`config.mk`:
```
export PLATFORM = sky130hd
export DESIGN_NAME = trap_monitor
export DESIGN_NICKNAME = d
export VERILOG_FILES = /design/src/rtl/npc_trap_pkg.sv /design/src/rtl/trap_watchdog.sv /design/src/rtl/trap_monitor.sv
export SDC_FILE = /design/constraint.sdc
export NUM_CORES = 1
export LEC_CHECK = 0
export CORE_UTILIZATION = 25
export CTS_CLUSTER_DIAMETER = 50
export CTS_CLUSTER_SIZE = 12
export DETAILED_ROUTE_END_ITERATION = 16
export MAX_ROUTING_LAYER = met4
export RECOVER_POWER = 50
export SETUP_SLACK_MARGIN = 0.15
export SLEW_MARGIN = 20
export SYNTH_ARGS = -nofsm -noshare
export SYNTH_HDL_FRONTEND = slang
export SYNTH_SLANG_ARGS = --single-unit
```
`constraint.sdc`:
```
create_clock -name clock -period 6.4 [get_ports clock]
set_input_delay 1.28 -clock clock [delete_from_list [all_inputs] [get_ports clock]]
set_output_delay 1.28 -clock clock [all_outputs]
set_load 0.03 [all_outputs]
```
`src/rtl/npc_trap_pkg.sv`:
```
// Shared constants and types for the commit-side trap monitor.
package npc_trap_pkg;

    localparam int XLEN = 64;

    // ebreak encoding as seen on the commit stream
    localparam logic [31:0] EBREAK_INST = 32'h0010_0073;

    // Reason codes reported on a0 for traps that do not come from ebreak
    localparam logic [XLEN-1:0] TRAP_HANG    = 64'd1;
    localparam logic [XLEN-1:0] TRAP_ILLEGAL = 64'd2;
    localparam logic [XLEN-1:0] TRAP_LIMIT   = 64'd3;

    typedef enum logic [1:0] {
        RUN   = 2'b00,
        DRAIN = 2'b01,
        EXIT  = 2'b10
    } trap_state_e;

    // True when the retiring encoding is exactly ebreak
    function automatic logic is_ebreak(input logic [31:0] inst);
        return (inst == EBREAK_INST);
    endfunction

endpackage

```
`src/rtl/trap_watchdog.sv`:
```
// Saturating no-commit counter. expired is raised in the cycle the count
// would reach TIMEOUT, unless a commit (clear) lands in that same cycle.
module trap_watchdog #(
    parameter int unsigned TIMEOUT = 4096
) (
    input  logic clock,
    input  logic reset,
    input  logic clear,
    input  logic enable,
    output logic expired
);

    localparam int unsigned CW     = (TIMEOUT > 1) ? $clog2(TIMEOUT + 1) : 1;
    localparam int unsigned LAST   = (TIMEOUT == 0) ? 0 : TIMEOUT - 1;
    localparam logic [CW-1:0] LAST_C = CW'(LAST);
    localparam logic [CW-1:0] TOP_C  = CW'(TIMEOUT);
    localparam logic          WD_EN  = (TIMEOUT != 0);

    logic [CW-1:0] count_r;
    logic [CW-1:0] count_s;

    // Next count: clear on commit, otherwise count up to TIMEOUT and hold
    always_comb begin
        count_s = count_r;
        if (clear) begin
            count_s = {CW{1'b0}};
        end else if (enable && (count_r != TOP_C)) begin
            count_s = count_r + CW'(1);
        end else begin
            count_s = count_r;
        end
    end

    // Expiry fires on the idle cycle that completes TIMEOUT cycles without a commit
    always_comb begin
        expired = WD_EN & enable & ~clear & (count_r == LAST_C);
    end

    // Counter register
    always_ff @(posedge clock or negedge reset) begin
        if (!reset) begin
            count_r <= {CW{1'b0}};
        end else begin
            count_r <= count_s;
        end
    end

endmodule

```
`src/rtl/trap_monitor.sv`:
```
// Retirement-side trap detector feeding the DEBUG simulation-exit block.
// Detects illegal / ebreak / instruction-limit / hang, latches the
// terminating context, halts the core, drains, then raises exit.
module trap_monitor
    import npc_trap_pkg::*;
#(
    parameter int unsigned TIMEOUT      = 4096,
    parameter int unsigned MAX_INSTR    = 0,
    parameter int unsigned DRAIN_CYCLES = 8
) (
    input  logic            clock,
    input  logic            reset,
    input  logic            commit_valid,
    input  logic [XLEN-1:0] commit_pc,
    input  logic [31:0]     commit_inst,
    input  logic            commit_illegal,
    input  logic [XLEN-1:0] rf_a0,
    output logic            halt,
    output logic            exit,
    output logic [XLEN-1:0] pc,
    output logic [XLEN-1:0] a0,
    output logic [31:0]     inst,
    output logic [XLEN-1:0] cycle_cnt,
    output logic [XLEN-1:0] instret_cnt
);

    localparam int unsigned     DW          = (DRAIN_CYCLES > 1) ? $clog2(DRAIN_CYCLES) : 1;
    localparam logic [DW-1:0]   DRAIN_INIT  = DW'(DRAIN_CYCLES - 1);
    localparam logic [XLEN-1:0] MAX_INSTR_C = XLEN'(MAX_INSTR);
    localparam logic            LIMIT_EN    = (MAX_INSTR != 0);

    trap_state_e     state_r, state_s;
    logic            halt_r, halt_s;
    logic            exit_r, exit_s;
    logic [XLEN-1:0] pc_r, pc_s;
    logic [XLEN-1:0] a0_r, a0_s;
    logic [31:0]     inst_r, inst_s;
    logic [XLEN-1:0] last_pc_r, last_pc_s;
    logic [31:0]     last_inst_r, last_inst_s;
    logic [DW-1:0]   drain_r, drain_s;
    logic [XLEN-1:0] cycle_r, cycle_s;
    logic [XLEN-1:0] instret_r, instret_s;

    logic run_s;
    logic commit_s;
    logic illegal_s;
    logic ebreak_s;
    logic limit_s;
    logic hang_s;
    logic trap_s;

    // Trap source decode; commits only count while running
    always_comb begin
        run_s     = (state_r == RUN);
        commit_s  = run_s & commit_valid;
        illegal_s = commit_s & commit_illegal;
        ebreak_s  = commit_s & is_ebreak(commit_inst);
        limit_s   = LIMIT_EN & commit_s & ((instret_r + 64'd1) == MAX_INSTR_C)
                    & ~illegal_s & ~ebreak_s;
        trap_s    = illegal_s | ebreak_s | limit_s | hang_s;
    end

    trap_watchdog #(
        .TIMEOUT (TIMEOUT)
    ) u_watchdog (
        .clock   (clock),
        .reset   (reset),
        .clear   (commit_s),
        .enable  (run_s),
        .expired (hang_s)
    );

    // Next-state and next-output logic for the RUN -> DRAIN -> EXIT sequence
    always_comb begin
        state_s     = state_r;
        halt_s      = halt_r;
        exit_s      = exit_r;
        pc_s        = pc_r;
        a0_s        = a0_r;
        inst_s      = inst_r;
        last_pc_s   = last_pc_r;
        last_inst_s = last_inst_r;
        drain_s     = drain_r;

        case (state_r)
            RUN: begin
                if (commit_s) begin
                    last_pc_s   = commit_pc;
                    last_inst_s = commit_inst;
                end else begin
                    last_pc_s   = last_pc_r;
                    last_inst_s = last_inst_r;
                end

                if (illegal_s) begin
                    pc_s   = commit_pc;
                    inst_s = commit_inst;
                    a0_s   = TRAP_ILLEGAL;
                end else if (ebreak_s) begin
                    pc_s   = commit_pc;
                    inst_s = commit_inst;
                    a0_s   = rf_a0;
                end else if (limit_s) begin
                    pc_s   = commit_pc;
                    inst_s = commit_inst;
                    a0_s   = TRAP_LIMIT;
                end else if (hang_s) begin
                    pc_s   = last_pc_r;
                    inst_s = last_inst_r;
                    a0_s   = TRAP_HANG;
                end else begin
                    pc_s   = pc_r;
                    inst_s = inst_r;
                    a0_s   = a0_r;
                end

                if (trap_s) begin
                    state_s = DRAIN;
                    halt_s  = 1'b1;
                    drain_s = DRAIN_INIT;
                end else begin
                    state_s = RUN;
                end
            end
            DRAIN: begin
                halt_s = 1'b1;
                if (drain_r == {DW{1'b0}}) begin
                    state_s = EXIT;
                    exit_s  = 1'b1;
                end else begin
                    drain_s = drain_r - DW'(1);
                    exit_s  = 1'b0;
                end
            end
            EXIT: begin
                halt_s = 1'b1;
                exit_s = 1'b1;
            end
            default: begin
                // Corrupted state: stop the core rather than resume execution
                state_s = EXIT;
                halt_s  = 1'b1;
                exit_s  = 1'b1;
            end
        endcase
    end

    // Statistics counters: cycles freeze in EXIT, instret counts RUN commits
    always_comb begin
        if (state_r == EXIT) begin
            cycle_s = cycle_r;
        end else begin
            cycle_s = cycle_r + 64'd1;
        end
        if (commit_s) begin
            instret_s = instret_r + 64'd1;
        end else begin
            instret_s = instret_r;
        end
    end

    // FSM state register
    always_ff @(posedge clock or negedge reset) begin
        if (!reset) begin
            state_r <= RUN;
        end else begin
            state_r <= state_s;
        end
    end

    // Trap context, control outputs and drain counter
    always_ff @(posedge clock or negedge reset) begin
        if (!reset) begin
            halt_r      <= 1'b0;
            exit_r      <= 1'b0;
            pc_r        <= 64'd0;
            a0_r        <= 64'd0;
            inst_r      <= 32'd0;
            last_pc_r   <= 64'd0;
            last_inst_r <= 32'd0;
            drain_r     <= {DW{1'b0}};
        end else begin
            halt_r      <= halt_s;
            exit_r      <= exit_s;
            pc_r        <= pc_s;
            a0_r        <= a0_s;
            inst_r      <= inst_s;
            last_pc_r   <= last_pc_s;
            last_inst_r <= last_inst_s;
            drain_r     <= drain_s;
        end
    end

    // Cycle and retired-instruction counters
    always_ff @(posedge clock or negedge reset) begin
        if (!reset) begin
            cycle_r   <= 64'd0;
            instret_r <= 64'd0;
        end else begin
            cycle_r   <= cycle_s;
            instret_r <= instret_s;
        end
    end

    assign halt        = halt_r;
    assign exit        = exit_r;
    assign pc          = pc_r;
    assign a0          = a0_r;
    assign inst        = inst_r;
    assign cycle_cnt   = cycle_r;
    assign instret_cnt = instret_r;

endmodule

```
## After elaboration in Yosys (flattened, before gate mapping)

Cells that the tools add are included.

| operators by class | value |
|---|---|
| add/sub/neg operators | 4 |
| equality and inequality tests | 8 |
| multiplexer cells | 21 |
| bitwise logic cells | 9 |
| reductions and logical operators | 10 |

Operators by type and width:

| operator | number |
|---|---|
| 2-to-1 mux 64 bit | 6 |
| adder 64 x 1 -> 64 bit, second input constant | 2 |
| 2-to-1 mux 32 bit | 3 |
| == test 32 x 21 -> 1 bit, second input constant | 1 |
| 2-to-1 mux 13 bit | 2 |
| adder 13 x 1 -> 13 bit, second input constant | 1 |
| == test 13 x 12 -> 1 bit, second input constant | 1 |
| != test 13 bit, second input constant | 1 |
| 2-to-1 mux 3 bit | 2 |
| != test 2 bit, second input constant | 3 |
| case mux 2 bit (3 select lines) | 1 |
| case mux 3 bit (2 select lines) | 1 |
| AND reduction 2 bit | 3 |
| bitwise AND 1 bit | 5 |
| 2-to-1 mux 1 bit | 4 |
| nonzero test 2 bit | 2 |
| logical NOT 3 bit | 1 |
| AND reduction 3 bit | 1 |
| nonzero test 3 bit | 1 |
| subtractor 3 x 1 -> 3 bit, second input constant | 1 |
| == test 2 x 1 -> 1 bit, second input constant | 1 |
| == test 2 bit, second input constant | 1 |
| logical NOT 2 bit | 1 |
| 2-to-1 mux 2 bit | 1 |
| other kinds (4) | 6 |

| storage, ports and cells | value |
|---|---|
| flip-flop bits (word level) | 404 |
| bits of input ports | 164 |
| output and inout bits | 290 |

## Logic depth before layout (Yosys ltp)

| logic depth | value |
|---|---|
| word-level depth | 8 |
| depth in mapped cells | 9 |

## Hierarchy

A second synthesis with hierarchy kept.

| second synthesis, totals | value |
|---|---|
| cell total of the unflattened synthesis | 1569 |
| area, all modules | 17249.0 sq um |

By module, submodules not included:

| module | times used | cells an instance | area each (sq um) | seq. area each (sq um) |
|---|---|---|---|---|
| trap_monitor | 1 | 1485 | 16465.8 | 9784.4 |
| trap_watchdog | 1 | 84 | 783.3 | 325.3 |

## Worst setup path after synthesis

No wires, ideal clock.

| timing | value |
|---|---|
| kind | input to register |
| from | input port commit_valid |
| to | register instret_r[61], in the netlist instret_cnt[61] |
| arrival | 2.744 ns |
| required time | 6.266 ns |
| path slack | 3.522 ns |
| stages on the path | 8 |
| path buffers | 3 |
| cell sequence | or3b_1 -> buf_2 -> nor3_4 -> and4_1 -> buf_4 -> buf_6 -> nand4_1 -> xnor2_1 |

| on the way | value |
|---|---|
| longest elaborated chain between the ends | 1 |

RTL lines:

| what | RTL line | RTL |
|---|---|---|
| start: declaration | trap_monitor.sv:13 | `input logic commit_valid,` |
| bitwise AND 1 bit | trap_monitor.sv:55 | `commit_s = run_s & commit_valid;` |
| end signal: assignment | trap_monitor.sv:201 | `instret_r <= instret_s;` |
| end: declaration | trap_monitor.sv:42 | `logic [XLEN-1:0] instret_r, instret_s;` |

No other way between the ends.
A chain may end at the register's enable or synchronous reset.

## Worst setup path in the final report

| timing | value |
|---|---|
| from | input port commit_valid |
| to | register last_pc_r[28] |

| on the way | value |
|---|---|
| longest elaborated chain between the ends | 2 |

RTL lines:

| what | RTL line | RTL |
|---|---|---|
| bitwise AND 1 bit | trap_monitor.sv:55 |  |
| AND reduction 2 bit (no source line) | -- |  |
| end signal: assignment | trap_monitor.sv:188 | `last_pc_r <= last_pc_s;` |
| end: declaration | trap_monitor.sv:38 | `logic [XLEN-1:0] last_pc_r, last_pc_s;` |

No other way between the ends.

==> run_results.csv <==
group,metric,value,unit
timing,finalSetupViolations,0,
placed_design,dp_cells,2795,
power_and_ir_drop,ir_drop,0.168,mV
synthesis,synthXorXnorAreaFrac,6.80,%
finish,stdcell_count,2886,
floorplan,core_area,67500,µm²
grt,antenna_found_initial,3,
finish,drive_gt1_share,9.85,%
route,vias_per_cell,4.68,
floorplan,die_area,69500,µm²
floorplan,die_x,264,µm
route,drc,0,
finish,fin_nets,2145,
timing,fin_skew,0.0132,ns
clocking,root_buffer,"clkbuf_16",
synthesis,synth_edf_count,0,
synthesis,synth_area_per_cell,11.1,µm²
synthesis,yosysUniqueCellTypes,54,
grt,grt_usage,15.3,%
placed_design,gp_congestion,0.873,
status,status,"complete, but fails checks",
finish,fill_cells,6535,
synthesis,synthMuxAreaShare,0.248,%
finish,multi_input_area,6480,µm²
route,ant_nets,0,
setup_path,cpPeakStageDelay,1.86,ns
synthesis,ys_ff_latch,404,
floorplan,die_y,264,µm
placed_design,preCtsSetupSlack,1.32,ns
grt,grt_pass1_vias,13900,
timing,fin_crit_sh,74.2,%
clocking,cts_buffer_depth,3,
floorplan,initial_utilization,25.4,%
floorplan,boundaryPins,454,
clocking,clock_latency,0.57,ns
setup_path,crit_top_cell,"nand2_1",
placed_design,port_buffers,453,
timing,grt_setup_unrepaired,"false",
clocking,clkTransAtPathRegs,0.06,ns
grt,grt_pass1_wl,81400,µm
setup_path,worst_setup_path_end_kind,"flip-flop",
synthesis,syn_inst,1537,
clocking,cts_tree,"built",
timing,final_hold_viol_count,0,
timing,slew_violations,158,
timing,fin_crit,4.75,ns
synthesis,synth_top_family_by_area,"simple AND/OR/NAND/NOR gates",
grt,grt_max_degree,152,
finish,ff_latch_area,10100,µm²
clocking,cts_buffers,51,
synthesis,netlist_area,17100,µm²
setup_path,cp-start-kind,"primary input",
setup_path,cp_max_fo,50,
finish,area_growth,41.1,%
route,drt-wirelength-per-cell,18.0,µm
flow_run,maxCapViolCount,2,
route,vias,13500,
placed_design,dp_hpwl,35600,µm
floorplan,rows,95,
synthesis,synth_ff_type,"dfrtp_1",
synthesis,synth_compound_area_share,10.1,%
synthesis,synth_adder_area_share,0.438,%
grt,grt_overflow_total,0,
timing,worst_slew_pin_slew,2.78,ns
clocking,cts_setup_buffers,0,
clocking,cts_hold_buf,0,
setup_path,worstPathRequired,6.91,ns
setup_path,crit_slowest_cell,"clkbuf_1",
setup_path,crit_arrival,5.25,ns
power_and_ir_drop,power.leakage,10.4,nW
setup_path,path_class,"primary input to flip-flop",
power_and_ir_drop,p_per_area,393,nW/µm²
timing,slew_headroom,-85.6,%
synthesis,synth_fp_nets,1707,
route,drt-initial-drc-count,825,
setup_path,worstPathCellList,"dlygate4sd3_1, or3b_1, clkbuf_1, buf_4, nand2_1, nand2_1",
synthesis,synthArstFlopShare,100,%
status,violations,"max-capacitance violations, max-slew violations",
route,routed_wl,51900,µm
route,drt_first_pass_iters,4,
synthesis,ys_seq_area_share,59.0,%
timing,fin_ws,1.65,ns
clocking,cts-htree-levels,2,
clocking,postCtsResizedCells,0,
synthesis,synth_warnings,0,
timing,final.setup.tns,0,ns
clocking,clock-sinks,404,
min_path,hp-class,"flip-flop to flip-flop",
synthesis,synth_simple_gate_area_share,20.3,%
timing,fmaxAchievable,0.211,GHz
==> state kept, by name, indices dropped and copies added, names as in the netlist <==
| signal | cells |
|---|---|
| a0 | 64 |
| cycle_cnt | 64 |
| instret_cnt | 64 |
| last_pc_r | 64 |
| pc | 64 |
| inst | 32 |
| last_inst_r | 32 |
| u_watchdog.count_r | 13 |
| drain_r | 3 |
| state_r | 2 |
| exit | 1 |
| halt | 1 |
==> placed cells by master (no fill, tap or decap), types with 8 or more instances in the layout <==
cell,count
nor3_1,31
buf_4,9
nand2b_1,91
clkbuf_16,53
dfrtp_1,404
nand4_1,49
nor2_1,38
nand3_1,49
dlygate4sd3_1,14
o221a_2,90
a22o_1,62
nand2_1,357
inv_1,20
clkdlybuf4s50_1,438
clkbuf_8,8
or3_1,8
and4_1,13
a21oi_1,9
and3_1,17
nor4_1,21
xnor2_1,81
xor2_1,52
==> path summary, 6_finish.rpt <==
| path | from | end | slack, ns | cells past startpoint |
|---|---|---|---|---|
| max in group asynchronous | reset | instret_cnt[13]$_DFFE_PN0N_ | 2.88 | 2 |
| min reg2reg | last_pc_r[62]$_DFFE_PN0P_ | last_pc_r[62]$_DFFE_PN0P_ | 0.46 | 2 |
| max | commit_valid | last_pc_r[28]$_DFFE_PN0P_ | 1.65 | 6 |
| min in group asynchronous | reset | a0[61]$_DFFE_PN0P_ | 1.61 | 1 |
| min | last_pc_r[62]$_DFFE_PN0P_ | last_pc_r[62]$_DFFE_PN0P_ | 0.46 | 2 |
| max reg2reg | state_r[1]$_DFFE_PN0P_ | last_pc_r[28]$_DFFE_PN0P_ | 2.54 | 5 |
==> worst max-delay path: cells and delay by family <==
kind	cells	cell delay, ns
buffers and inverters	3	3.30
AND/OR/NAND/NOR	3	0.52
==> Yosys cell counts, drive strengths merged (20+ instances only) <==
master / instances / area [µm²]
a22o: 62 / 543
nand3: 50 / 255
nand4: 49 / 322
dfrtp: 404 / 10100
nor2: 40 / 150
xor2: 52 / 455
o221a: 90 / 1010
nand2b: 91 / 569
nand2: 357 / 1340
nor3: 35 / 201
nor4: 23 / 184
clkbuf: 53 / 199
inv: 20 / 75.1
xnor2: 81 / 709
buf: 28 / 241
==> through the flow <==
step	util [%]	power, mW	hold WS [ns]	cell area [µm²]
5_1_grt	35.8	10.0	0.483	24200
3_5_place_dp	33.3	6.65	0.453	22500
6_report	35.8	9.50	0.463	24200
4_1_cts	35.9	9.68	0.466	24200
3_3_place_gp	33.3	6.57	0.448	22500
2_1_floorplan	-	5.32	0.437	17100
==> metal layers <==
layer / GRT usage [%] / wire [µm]
met1: 18.2 / 21800
met2: 24.4 / 24500
met3: 4.99 / 4380
met4: 4.52 / 1220
met5: - / 0
==> layout make-up <==
type | instances | share of cell area, %
flip-flops and latches | 404 | 41.8
clock buffers | 67 | 6.04
repair buffers | 466 | 19.3
clock inverters | 21 | 1.19
well taps | 873 | 4.52
multi-input cells | 1032 | 26.8
diodes | 3 | 0.0311
inverters | 20 | 0.311
==> where the power goes <==
part	leakage [nW]	switching [mW]	total (mW)	internal, mW
Clock	0.845	1.14	2.96	1.81
Combinational	4.40	1.65	2.91	1.26
Sequential	5.15	0.419	3.63	3.21
Total	10.4	3.21	9.50	6.29
==> cells by family (layout without fill, tap and decap cells) <==
logic type | Yosys count | in the layout
AO/OA/AOI/OAI | 181 | 181
XOR/XNOR | 133 | 133
adder cells (fa/ha/maj) | 6 | 6
buffers and inverters | 101 | 574
flip-flops | 404 | 404
multiplexers | 4 | 4
other | 0 | 3
AND/OR/NAND/NOR | 708 | 708
Power figures use the tool's default switching activity.
